File: src/rtl/seq_count_pkg.sv
// Shared types and defaults for the sequential-counter family.
package seq_count_pkg;

    localparam int unsigned NBITS_DFLT = 3;

    typedef enum logic {
        COUNT_WRAP = 1'b0,
        COUNT_SAT  = 1'b1
    } count_mode_e;

endpackage

File: src/rtl/seq_count_next.sv
// Next-state logic for the up/down counter: priority clear > load > en > hold.
module seq_count_next
    import seq_count_pkg::*;
#(
    parameter int unsigned NBITS = NBITS_DFLT,
    parameter int unsigned MAX   = (1 << NBITS) - 1,
    parameter count_mode_e MODE  = COUNT_WRAP
) (
    input  logic [NBITS-1:0] out,
    input  logic             en,
    input  logic             up,
    input  logic             clear,
    input  logic             load,
    input  logic [NBITS-1:0] load_val,
    output logic [NBITS-1:0] next_out,
    output logic             next_tc
);

    localparam logic [NBITS-1:0] MAX_V = NBITS'(MAX);

    // Range-end tests happen before the arithmetic, so out+1 never overflows.
    always_comb begin
        next_out = out;
        next_tc  = 1'b0;
        if (clear) begin
            next_out = '0;
        end else if (load) begin
            next_out = (load_val > MAX_V) ? MAX_V : load_val;
        end else if (en) begin
            if (up) begin
                if (out == MAX_V) begin
                    next_tc  = 1'b1;
                    next_out = (MODE == COUNT_SAT) ? MAX_V : '0;
                end else begin
                    next_out = out + NBITS'(1);
                end
            end else begin
                if (out == '0) begin
                    next_tc  = 1'b1;
                    next_out = (MODE == COUNT_SAT) ? '0 : MAX_V;
                end else begin
                    next_out = out - NBITS'(1);
                end
            end
        end
    end

endmodule

File: src/rtl/seq_count_nb_bin_updown.sv
// Parametrised binary up/down counter with clear, load, wrap/saturate and terminal-count flags.
module seq_count_nb_bin_updown
    import seq_count_pkg::*;
#(
    parameter int unsigned NBITS    = NBITS_DFLT,
    parameter int unsigned MAX      = (1 << NBITS) - 1,
    parameter int unsigned SATURATE = 0
) (
    input  logic             clk,
    input  logic             reset,
    input  logic             clear,
    input  logic             load,
    input  logic [NBITS-1:0] load_val,
    input  logic             en,
    input  logic             up,
    output logic [NBITS-1:0] out,
    output logic             tc,
    output logic             at_max,
    output logic             at_min
);

    localparam count_mode_e      MODE  = (SATURATE != 0) ? COUNT_SAT : COUNT_WRAP;
    localparam logic [NBITS-1:0] MAX_V = NBITS'(MAX);

    logic [NBITS-1:0] next_out;
    logic             next_tc;

    seq_count_next #(
        .NBITS (NBITS),
        .MAX   (MAX),
        .MODE  (MODE)
    ) u_next (
        .out      (out),
        .en       (en),
        .up       (up),
        .clear    (clear),
        .load     (load),
        .load_val (load_val),
        .next_out (next_out),
        .next_tc  (next_tc)
    );

    always_ff @(posedge clk or negedge reset) begin
        if (!reset) begin
            out <= '0;
            tc  <= 1'b0;
        end else begin
            out <= next_out;
            tc  <= next_tc;
        end
    end

    // Range-end flags decode straight from the registered count.
    assign at_max = (out == MAX_V);
    assign at_min = (out == '0);

endmodule

File: config.mk
export PLATFORM = sky130hd
export DESIGN_NAME = seq_count_nb_bin_updown
export DESIGN_NICKNAME = d
export VERILOG_FILES = /design/src/rtl/seq_count_pkg.sv /design/src/rtl/seq_count_next.sv /design/src/rtl/seq_count_nb_bin_updown.sv
export SDC_FILE = /design/constraint.sdc
export NUM_CORES = 1
export LEC_CHECK = 0
export ABC_AREA = 1
export BUFFER_PORTS_ARGS = -buffer_cell sky130_fd_sc_hd__buf_2
export CAP_MARGIN = 20
export CORE_AREA = 2 2 39 41
export CTS_CLUSTER_SIZE = 24
export DETAILED_ROUTE_END_ITERATION = 6
export DIE_AREA = 0 0 41 43
export GPL_ROUTABILITY_DRIVEN = 0
export PLACE_DENSITY = 0.46
export SYNTH_ARGS = -nofsm -noshare
export SYNTH_HDL_FRONTEND = slang
export SYNTH_SLANG_ARGS = --single-unit
File: constraint.sdc
create_clock -name clk -period 2 [get_ports clk]
set_clock_uncertainty 0.1 [all_clocks]
set_input_delay 0.2 -clock clk [delete_from_list [all_inputs] [get_ports clk]]
set_output_delay 0.2 -clock clk [all_outputs]
set_load 0.05 [all_outputs]
# --- After elaboration in Yosys (flattened, before gate mapping) ---
# Cells that the tools add are included.
totals:
  input_bits: 9
  regBits: 4
  word_cells: 21
  out_inout_bits: 6
op_classes:
  eq_ne: 1
  mux: 13
  reduce_logical: 2
  n_lt_le_gt_ge: 1
  add_sub_neg: 2
ops:
  columns: ["operator", "count"]
  rows:
  - ["3-bit two-way mux", 7]
  - ["1-bit two-way mux", 6]
  - ["3-bit by 1-bit adder with 3-bit output (second input constant)", 1]
  - ["3-bit equality test (second input constant)", 1]
  - ["3-bit greater-than comparator (second input constant)", 1]
  - ["3-bit zero test", 1]
  - ["3-bit nonzero test", 1]
  - ["3-bit by 1-bit subtractor with 3-bit output (second input constant)", 1]

# --- Depth between registers and ports, before layout ---
# Gate-level depths: netlist (run 1).
logic_depth:
  word_depth: 6
  depth_mapped: 10
  mapped_depth_nobuf: 10

# --- Modules after synthesis ---
# Synthesis (run 1) repeated with hierarchy kept, for this count alone.
hier_totals:
  cells_unflattened: 50
  area_unflattened_um2: 347.8
by_module_without_submodules:
  columns: ["mod", "cells_per_inst", "seq_area_each_um2", "instances", "area_each_um2"]
  rows:
  - ["seq_count_next", 40, 0.0, 1, 225.2]
  - ["seq_count_nb_bin_updown", 10, 100.1, 1, 122.6]

# --- Worst setup path after synthesis (run 1) ---
# No wires, ideal clock.
synth_path:
  path_kind: "register to register"
  start: "reg out[0]"
  end: "reg out[0]"
  required_time_ns: 1.834
  arrival_time_ns: 1.974
  path_buffers: 0
  period_less_slack_ns: 2.140
  setup_slack_ns: -0.140
  setup_ns: 0.066
  path_stages_with_launch: 9
  cell_sequence: "dfrtp_1 -> inv_1 -> ha_1 -> inv_1 -> nor2_1 -> nand2_1 -> nand3_1 -> nand2_1 -> nand2_1"
synth_between:
  elab_chain_len: 6
  elab_cells_between_ends: 10
  classes_between: "add/sub: 2; eq/ne: 1; mux: 6; reduce/logical: 1"
synth_lines:
  columns: ["element", "line", "source"]
  rows:
  - ["from (decl)", "seq_count_nb_bin_updown.sv:16", "output logic [NBITS-1:0] out,"]
  - ["from (signal assigned)", "seq_count_nb_bin_updown.sv:48", "out <= next_out;"]
  - ["3-bit zero test", null, null]
  - ["via at_min", "seq_count_nb_bin_updown.sv:19", "output logic at_min"]
  - ["3-bit two-way mux", "seq_count_next.sv:38", "if (out == '0) begin"]
  - ["3-bit two-way mux", "seq_count_next.sv:30", "if (up) begin"]
  - ["3-bit two-way mux", "seq_count_next.sv:29", "end else if (en) begin"]
  - ["3-bit two-way mux", "seq_count_next.sv:27", "end else if (load) begin"]
  - ["3-bit two-way mux", "seq_count_next.sv:25", "if (clear) begin"]
# The timed path passes the listed nets, and every way through them passes these cells. The select of a mux whose other input is x is not followed.
# A chain may end at the register's enable or synchronous reset.

# --- Worst setup path after layout (run 1) ---
layout_path:
  start: "reg out[0]"
  end: "out at_min"
layout_between:
  elab_chain_len: 1
layout_lines:
  columns: ["element", "line", "source"]
  rows:
  - ["3-bit zero test", "seq_count_nb_bin_updown.sv:55", "assign at_min = (out == '0);"]
  - ["to (decl)", "seq_count_nb_bin_updown.sv:19", null]
# No other way between the ends.

==> metrics.md, run 1 <==
| Metric | Value |
|---|---|
| Status | `finished clean` |
| Largest family of logic cells by synthesized area | `simple AND/OR/NAND/NOR gates` |
| Worst EP arrival | `1.36 ns` |
| CP cell instances | `inv_1, ha_1, inv_1, nor2_2, buf_2` |
| Synthesized flop and latch total | `4` |
| Total negative slack | `0 ns` |
| First-pass GRT wire length | `roughly 1300 um` |
| Drt total wl | `around 750 um` |
| Cell repeated most along the worst path | `inv_1` |
| Initial antenna violation count | `0` |
| Worst Path Required | `1.70 ns` |
| Hold crit path type | `input pin to flop` |
| Design Area, Final | `459.2 um2` |
| Crit end category | `primary output` |
| RSZ-0062 raised after global routing | `no` |
| First drt pass iteration count | `4` |
| Simple-gate portion of the synthesized area | `0.3783` |
| CTS tree | `done` |
| Die span in x | `41 um` |
| Routed wire per std cell | `approximately 8.6 um` |
| Synth Area in Adders | `0.1498` |
| Nets@finish | `86` |
| Worst-path clk slew | `0.04 ns` |
| Antenna Nets Post-Route | `0` |
| Final Hold Fails | `0` |
| Slew HR | `0.7846` |
| DR iter-0 viols | `5` |
| Synth cell types | `13` |
| H-tree Lvls | `1` |
| Placed Area | `between 400 and 500 um2` |
| Syn Inst Count | `53` |
| Vias per std cell | `4.069` |
| Number of max-cap violations | `0` |
| Critical-path top delay cell | `dfrtp_1` |
| Fill cell count | `~160` |
| Root Buffer | `clkbuf_4` |
| Syn Area/Cell | `approximately 6.3 um2` |
| Final min period | `1.661 ns` |
| Critical path launch point type | `flop` |
| Layout cell share with drive strength beyond 1 | `0.2958` |
| Via count | `354` |
| Post-Synth XOR/XNOR Area | `0` |
| N_diodes | `0` |
| Worst skew pair latency | `0.24 ns` |
| Initial Util | `0.2414` |
| Max VDD drop | `between 0.4 and 0.5 mV` |
| P&R area growth vs syn | `37.45%` |
| Overall Power | `slightly above 0.3 mW` |
| Actual slew at the worst max-slew pin | `0.3206 ns` |
| Critical path's largest stage delay | `~0.40 ns` |
| Pin count of the biggest net entering global routing | `8` |
| Post-cts gate resize count | `0` |
| PD cells | `673.7 mW/mm2` |
| Ports | `15` |
| Max Slew Vio Count | `0` |
| Tot GR Track Use | `0.1140` |
| Postcts setup bufs | `0` |
| # clock sinks | `4` |
| Final Setup Violations | `0` |
| Worst Path Max Fanout | `4` |
| Peak Freq | `~0.60 GHz` |
| Compound-gate portion of the synthesized area | `0.07116` |
| Vias in the first global route | `328` |
| Die area | `around 0.0018 mm2` |
| Proportion of synthesized chip area in sequential cells | `0.2996` |
| Port Buffers | `14` |
| Synth Cell Area | `about 330 um2` |
| Tcrit/Tclk final | `0.8306` |
| Drc violations | `0` |
| Multiplexer area fraction after synthesis | `0` |
| LEAKAGE | `0.2847 nW` |
| Core Region | `0.001384 mm2` |
| Overflow after GRT | `0` |
| Syn Nets | `between 60 and 70` |
| CTS Buf Count | `3` |
| Die Span Y | `43 um` |
| # rows | `14` |
| Crit path kind | `flop to primary output` |
| Placed wire-length estimate | `just over 600 um` |
| Ys Warns | `0` |
| Clock Path Buffers | `2` |
==> synth_stat cells <==
cell type | n | area (um2)
o21ai_0 | 1 | 5.000
nand2_1 | 21 | 78.83
nor2_1 | 7 | 26.28
a21oi_1 | 1 | 5.000
nor3_1 | 1 | 5.000
inv_2 | 2 | 7.510
o21ai_1 | 1 | 5.000
nand3_1 | 2 | 10.01
or2_0 | 1 | 6.260
inv_1 | 7 | 26.28
a21oi_2 | 1 | 8.760
ha_1 | 4 | 50.05
dfrtp_1 | 4 | 100.1
==> sequential cells by signal, summed over array words and instances, names as in the netlist <==
signal and count:
tc 1, out 3
==> final timing paths <==
path	from	slack [ns]	endpoint	depth (start not counted)
min	en	0.13	tc$_DFF_PN0_	3
max reg2reg	out[0]$_DFFE_PN0P_	0.51	out[2]$_DFFE_PN0P_	7
min in group asynchronous	reset	0.20	tc$_DFF_PN0_	2
max in group asynchronous	reset	1.47	out[0]$_DFFE_PN0P_	2
min reg2reg	out[0]$_DFFE_PN0P_	0.43	out[0]$_DFFE_PN0P_	2
max	out[0]$_DFFE_PN0P_	0.34	at_min	5
==> metal layers <==
layer	track usage	routed length, um	vias up
met3	0.06283	48	0
met2	0.1500	318	13
met5	0	0	-
met4	0.02000	0	0
met1	0.1634	378	143
li1	-	-	198
==> timing repair <==
action                                  CTS  global route
hold endpoints to repair                  4             0
hold buffers                              1             0
endpoints found under the setup margin    0             0
==> layout make-up <==
| type | count | area, um2 | area share |
|---|---|---|---|
| Clock buffer | 3 | 22.52 | 0.04905 |
| Inverter | 9 | 33.78 | 0.07357 |
| Multi-Input combinational cell | 40 | 202.7 | 0.4414 |
| Sequential cell | 4 | 100.1 | 0.2180 |
| Tap cell | 16 | 20.02 | 0.04360 |
| Timing Repair Buffer | 15 | 80.08 | 0.1744 |
==> cell families (layout without fill, tap and decap cells) <==
kind of cell,Yosys count,count (layout)
compound gates,4,4
buf+inv,9,27
simple gates,32,32
fa+ha+maj,4,4
flops,4,4
==> where the power goes <==
| part | switching, mW | leakage [nW] | total [mW] | internal [mW] |
|---|---|---|---|---|
| Sequential | 0.00819 | 0.0524 | 0.0958 | 0.0876 |
| Combinational | 0.0782 | 0.218 | 0.114 | 0.0354 |
| Clock | 0.0329 | 0.0138 | 0.100 | 0.0671 |
==> metrics by stage <==
stage          setup WS [ns]  hold WS (ns)    util  std cells
3_3_place_gp          0.5079      -0.09202  0.3083         83
3_5_place_dp          0.5022      -0.09180  0.3083         83
5_1_grt               0.2163        0.1498  0.3318         87
2_1_floorplan        0.06133       -0.1956       -         53
6_report              0.3389        0.1349  0.3318         87
4_1_cts               0.3055        0.1405  0.3318         87
==> placed cells by master (no fill, tap or decap), types with 2 or more instances in the layout <==
| master | n |
|---|---|
| inv_1 | 7 |
| nand2_1 | 21 |
| dfrtp_1 | 4 |
| ha_1 | 4 |
| buf_2 | 14 |
| clkbuf_4 | 3 |
| inv_2 | 2 |
| nor2_1 | 6 |
| nand3_1 | 2 |
==> worst max-delay path, delay by kind of cell (launching register included) <==
| kind | cells | cell delay [ns] |
|---|---|---|
| flops | 1 | 0.40 |
| fa+ha+maj | 1 | 0.20 |
| buf+inv | 3 | 0.45 |
| simple gates | 1 | 0.09 |
No activity file was read; power rests on OpenSTA's default activity.
==> run 2, diff against run 1 <==
- ABC_AREA: 1 -> 0
- PLACE_DENSITY: 0.46 -> 0.43
- clock period: 2 -> 1.7 ns (I/O delays scaled with it)
==> run 2 against run 1 <==
  * Sequential power increased by 17%
  * Total power increased by 13%
  * Sequential share of layout area increased by 1.8 points
  * Critical path type is now flop to flop
  * Critical endpoint is now out[2]$_DFFE_PN0P_
  * Largest cell class unchanged
  * Largest power group is now clock
==> metrics.md, run 2 <==
| Metric | Value |
|---|---|
| Status | `finished clean` |
| Synthesized flop and latch total | `4` |
| Drt total wl | `746 um` |
| Reg2reg path depth | `4` |
| PD cells | `802.9 mW/mm2` |
| Max Slew Vio Count | `0` |
| Top FF cell, synth | `dfrtp_1` |
| GR Util met3 | `0.03141` |
| Placed wire-length estimate | `between 600 and 700 um` |
| H-tree Lvls | `1` |
| Actual slew at the worst max-slew pin | `0.4299 ns` |
| Post-synth EDFFs | `0` |
| Vias in the first global route | `slightly below 300` |
| Ports | `15` |
| Synth Cell Area | `299.0 um2` |
| Top cell type's share of synthesized area | `0.3347` |
| Tcrit/Tclk final | `0.9473` |
| First-pass GRT wire length | `between 1000 and 1500 um` |
| Drc violations | `0` |
| Nets@finish | `65` |
| N_diodes | `0` |
| Worst EP arrival | `1.60 ns` |
| Postcts setup bufs | `0` |
| Critical path launch point type | `flop` |
| Clock Path Buffers | `2` |
| Vias per std cell | `4.485` |
| LEAKAGE | `0.2217 nW` |
| Port Buffers | `14` |
| Total negative slack | `0 ns` |
| Syn Nets | `45` |
| Peak Freq | `0.6210 GHz` |
| Initial Util | `0.2161` |
| Syn Area/Cell | `9.345 um2` |
| Syn Inst Count | `32` |
| Crit path kind | `flop to flop` |
| Initial antenna violation count | `0` |
| CTS Buf Count | `3` |
| Final min period | `roughly 1.6 ns` |
| Pin count of the biggest net entering global routing | `9` |
| Biggest regs | `out: 3 flops, tc: 1 flops` |
| Final Hold Fails | `0` |
| Tot GR Track Use | `0.1048` |
| Antenna Nets Post-Route | `0` |
| Root Buffer | `clkbuf_4` |
| P&R area growth vs syn | `45.19%` |
| Synth cell types | `18` |
| RSZ-0062 raised after global routing | `no` |
| Core Region | `0.001384 mm2` |
| Overflow after GRT | `0` |
| Hold crit path type | `input pin to flop` |
| Hold path cells | `2` |
| Layout cell share with drive strength beyond 1 | `0.4600` |
| Ys Warns | `0` |
| Number of flip-flops under the largest register name | `3` |
| Number of max-cap violations | `0` |
| First drt pass iteration count | `4` |
| Commonest non-fill, non-tap cell in the layout | `buf_2` |
| GR Layer Usage met2 | `0.1406` |
| # clock sinks | `4` |
| Slew HR | `0.7060` |
| Proportion of synthesized chip area in sequential cells | `0.3347` |
| CTS tree | `done` |
| GRT busiest layer | `met2` |
| Via count | `296` |
| Worst skew pair latency | `0.24 ns` |
| Worst-path clk slew | `approximately 0.040 ns` |
| Fin Hold WS | `slightly above 0.06 ns` |
| Routed wire per std cell | `11.30 um` |
| Grt met1 use | `0.1336` |
| Final Setup Violations | `0` |
| DR iter-0 viols | `6` |
| Max VDD drop | `0.3331 mV` |
| Overall Power | `0.3486 mW` |
| Worst Path Required | `between 1.5 and 2 ns` |
| Die Span Y | `43 um` |
| Crit end category | `flop` |
| Reg with most FFs | `out` |
| Ys async rst share | `1.000` |
| # rows | `14` |
| Synth cell count leaders | `dfrtp_1 (4), ha_1 (4), inv_1 (4)` |
| Die span in x | `41 um` |
| Worst Path Max Fanout | `4` |
| Die area | `0.001763 mm2` |
| Main area contributors after synthesis | `dfrtp_1 (33%), ha_1 (17%), a21oi_1 (5.0%), inv_1 (5.0%), nor3b_1 (5.0%)` |
| Largest area contributor in the netlist | `dfrtp_1` |
run 2: worst paths after layout:
| path | slack, ns | to | startpoint |
|---|---|---|---|
| max reg2reg | 0.09 | out[2]$_DFFE_PN0P_ | out[0]$_DFFE_PN0P_ |
| max | 0.09 | out[2]$_DFFE_PN0P_ | out[0]$_DFFE_PN0P_ |
| min reg2reg | 0.57 | out[1]$_DFFE_PN0P_ | out[1]$_DFFE_PN0P_ |
| min in group asynchronous | 0.17 | out[2]$_DFFE_PN0P_ | reset |
| max in group asynchronous | 1.20 | out[0]$_DFFE_PN0P_ | reset |
| min | 0.06 | out[2]$_DFFE_PN0P_ | clear |
run 2: layout make-up:
type	instances	area, um2
Clock buffer	3	22.52
Multi-Input combinational cell	24	193.9
Sequential cell	4	102.6
Inverter	4	15.01
Timing Repair Buffer	15	80.08
Tap cell	16	20.02
Fill cell	148	949.7
run 2: what timing repair did:
item                                   4_1_cts  5_1_grt
endpoints found under the hold margin        4        0
resized for setup                            0        0
hold buffers                                 1        0
run 2: per-stage QoR:
| step | instance area, um2 | cells | setup WS (ns) | util |
|---|---|---|---|---|
| global route | 434.2 | 66 | 0.0005735 | 0.3137 |
| finish | 434.2 | 66 | 0.08963 | 0.3137 |
| detailed placement | 401.6 | 62 | 0.06824 | 0.2902 |
| CTS | 434.2 | 66 | 0.05134 | 0.3137 |
| global placement | 401.6 | 62 | 0.05499 | 0.2902 |
| floorplan | 311.5 | 32 | 0.03585 | - |
run 2: where the power goes:
group	leakage, nW	total [mW]	switching (mW)	internal, mW
Combinational	0.158	0.112	0.0719	0.0402
Sequential	0.0500	0.112	0.00909	0.103
Clock	0.0138	0.125	0.0451	0.0794
Total	0.222	0.349	0.126	0.222
run 2: metal layers:
metal	vias to the layer above	part of all wire	wire length, um
met1	128	0.46	344
met4	0	0	0
met5	-	0	0
li1	155	-	-
met2	13	0.45	336
met3	0	0.087	65
run 2: cells by family (layout without fill, tap and decap cells):
kind of cell	count (synthesis)	count (layout)	share of synthesized area
AOI/OAI and AO/OA	9	9	0.2092
adders and majority gates	4	4	0.1674
buffers and inverters	4	22	0.05019
DFF	4	4	0.3347
muxes	1	1	0.03347
and+or+nand+nor	10	10	0.2050
run 2: critical path: stages (launching register included):
cell       delay [ns]
dfrtp_2          0.43
ha_1             0.21
ha_2             0.31
a221oi_1         0.07
a2111oi_0        0.36
==> run 3, diff against run 2 <==
- PLACE_DENSITY: 0.43 -> 0.46
- SYNTH_HIERARCHICAL: default -> 1
==> run 3 against run 2 <==
  * Core utilization increased by 2.8 points
  * Critical path depth grew 1
  * Die area stayed put
  * Via count grew 11%
  * Combinational power increased by 8%
  * Sequential cell count unchanged
  * Hold slack worse by 0.012 ns
  * Sequential power up 4%
  * Worst setup slack about the same
  * First-iteration DRC count grew 83%
  * Synthesized cell count increased by 13%
  * Non-clock buffer count did not move
  * Critical endpoint is now out[2]$_DFF_PN0_
==> metrics.md, run 3 <==
| Metric | Value |
|---|---|
| Worst-path clk slew | `0.05 ns` |
| Synth Cell Area | `between 300 and 400 um2` |
| Worst Path Required | `roughly 1.7 ns` |
| Critical-path top delay cell | `dfrtp_2` |
| Overflow after GRT | `0` |
| Worst Path Max Fanout | `7` |
| Vias per std cell | `4.634` |
| Synth cell types | `17` |
| Commonest non-fill, non-tap cell in the layout | `buf_2` |
| Post-synth EDFFs | `0` |
| Fin worst setup slack | `0.08973 ns` |
| Syn Inst Count | `36` |
| Fin Hold WS | `0.04880 ns` |
| Placed Area | `around 440 um2` |
| Proportion of synthesized chip area in sequential cells | `0.2952` |
| Crit end category | `flop` |
| PD cells | `792.5 mW/mm2` |
| First drt pass iteration count | `2` |
| LEAKAGE | `roughly 0.23 nW` |
| Final Setup Violations | `0` |
| Ys async rst share | `1.000` |
| Initial antenna violation count | `0` |
| P&R area growth vs syn | `39.48%` |
| Max layer used | `met4` |
| Top FF cell, synth | `dfrtp_1` |
| Layout cell share with drive strength beyond 1 | `0.4909` |
| Tot GR Track Use | `0.1072` |
| Initial Util | `0.2450` |
| Peak Freq | `0.6210 GHz` |
| H-tree Lvls | `1` |
| Final Non-Filler Cells | `71` |
| N_diodes | `0` |
| Drt total wl | `758 um` |
| R2r endpoint | `out[2]$_DFF_PN0_` |
| Max Slew Vio Count | `0` |
| Nets@finish | `70` |
| Root Buffer | `clkbuf_4` |
| Max VDD drop | `between 0.2 and 0.3 mV` |
| Die span in x | `41 um` |
| Final core occ | `0.3418` |
| Number of max-cap violations | `0` |
| Synth cell count leaders | `a21oi_1 (5), ha_1 (5), dfrtp_1 (4)` |
| Pin count of the biggest net entering global routing | `11` |
| Hold crit path type | `input pin to flop` |
| Met2 wire length | `365 um` |
| Post-cts gate resize count | `0` |
| CTS tree | `done` |
| Most frequent cells in the layout | `buf_2 (14), a21oi_1 (5)` |
| Overall Power | `0.3748 mW` |
| Worst hold endpoint | `out[1]$_DFF_PN0_` |
| Actual slew at the worst max-slew pin | `a little over 0.3 ns` |
| CTS Buf Count | `3` |
| Antenna Nets Post-Route | `0` |
| DP Cell Count | `66` |
| Die Span Y | `43 um` |
| Largest area contributor in the netlist | `dfrtp_1` |
| Reg with most FFs | `out` |
| Met3 wire length | `52 um` |
| Status | `finished clean` |
| Placed wire-length estimate | `559.7 um` |
| Drc violations | `0` |
| Synthesized flop and latch total | `4` |
| Worst skew pair latency | `~0.25 ns` |
| Worst reg2reg path startpoint | `out[0]$_DFF_PN0_` |
| Via count | `between 300 and 400` |
| Reg2reg path depth | `5` |
| Hold path cells | `2` |
| HP Start | `clear` |
| DR iter-0 viols | `11` |
| Wl on met1 | `between 300 and 400 um` |
| Critical path's largest stage delay | `0.43 ns` |
| # clock sinks | `4` |
| CP startpoint | `out[0]$_DFF_PN0_` |
| Clock Path Buffers | `2` |
| Core Region | `0.001384 mm2` |
| Worst EP arrival | `1.62 ns` |
| Worst R2R Setup Slack | `0.09 ns` |
| Design Area, Final | `about 470 um2` |
| # rows | `14` |
| Vias in the first global route | `302` |
| Crit path kind | `flop to flop` |
| Total negative slack | `0 ns` |
| Final Hold Fails | `0` |
| Critical path launch point type | `flop` |
| First-pass GRT wire length | `1193 um` |
| Syn Nets | `50` |
| Biggest regs | `out: 3 flops, tc: 1 flops` |
| CP cell instances | `inv_2, ha_2, or3_1, a221oi_2, a2111oi_2` |
| Slew HR | `0.7969` |
| Top cell type's share of synthesized area | `0.2952` |
| Final min period | `around 1.6 ns` |
| Die area | `0.001763 mm2` |
| Port Buffers | `14` |
| Ports | `15` |
| Tcrit/Tclk final | `0.9472` |
| Main area contributors after synthesis | `dfrtp_1 (30%), ha_1 (18%), a21oi_1 (7.4%), nor3b_1 (6.6%), nand2b_1 (5.5%)` |
| Routed wire per std cell | `10.68 um` |
| Ys Warns | `6` |
| Syn Area/Cell | `around 9.4 um2` |
| DP Worst Slack | `0.1135 ns` |
| Number of flip-flops under the largest register name | `3` |
| RSZ-0062 raised after global routing | `no` |
-- run 3: area by class of cell --
cell class                 instances  area (um2)
clock buffer                       4       26.28
tap                               16       20.02
multi-input combinational         29       232.7
sequential                         4       102.6
fill                             143       910.9
timing repair buffer              15       80.08
inverter                           3       11.26
-- run 3: metal layers --
layer / vias up / track usage
li1: 169 / -
met1: 145 / 0.1250
met2: 13 / 0.1469
met3: 2 / 0.03141
met4: 0 / 0.1000
met5: - / 0
-- run 3: worst max-delay path, delay by kind of cell, from the launching register on --
kind	cells	cell delay, ns
AO/OA/AOI/OAI	2	0.33
adder cells (fa/ha/maj)	1	0.18
buffers and inverters	1	0.06
flip-flops	1	0.43
AND/OR/NAND/NOR	1	0.37
-- run 3: worst max path at each step --
stage	endpoint	slack, ns	cells past startpoint
6_report	out[2]$_DFF_PN0_	0.09	5
2_1_floorplan	out[2]$_DFF_PN0_	0.02	5
3_5_place_dp	out[2]$_DFF_PN0_	0.11	5
4_1_cts	out[2]$_DFF_PN0_	0.08	5
5_1_grt	out[1]$_DFF_PN0_	0.03	5
3_3_place_gp	out[2]$_DFF_PN0_	0.09	5
-- run 3: what timing repair did --
| item | CTS | global route |
|---|---|---|
| endpoints found under the setup margin | 0 | 0 |
| endpoints found under the hold margin | 4 | 0 |
| hold buffers | 1 | 0 |
| setup buffers | 0 | 0 |
-- run 3: cells by family (layout without fill, tap and decap cells) --
logic type	count (synthesis)	after routing	share of synthesized area
AO/OA/AOI/OAI	10	10	0.2251
adder cells (fa/ha/maj)	5	5	0.1845
buffers and inverters	3	22	0.03321
flip-flops	4	4	0.2952
AND/OR/NAND/NOR	14	14	0.2620
-- run 3: where the power goes --
part	switching, mW	internal, mW
combinational	0.0753	0.0452
clock	0.0488	0.0887
sequential	0.0141	0.103
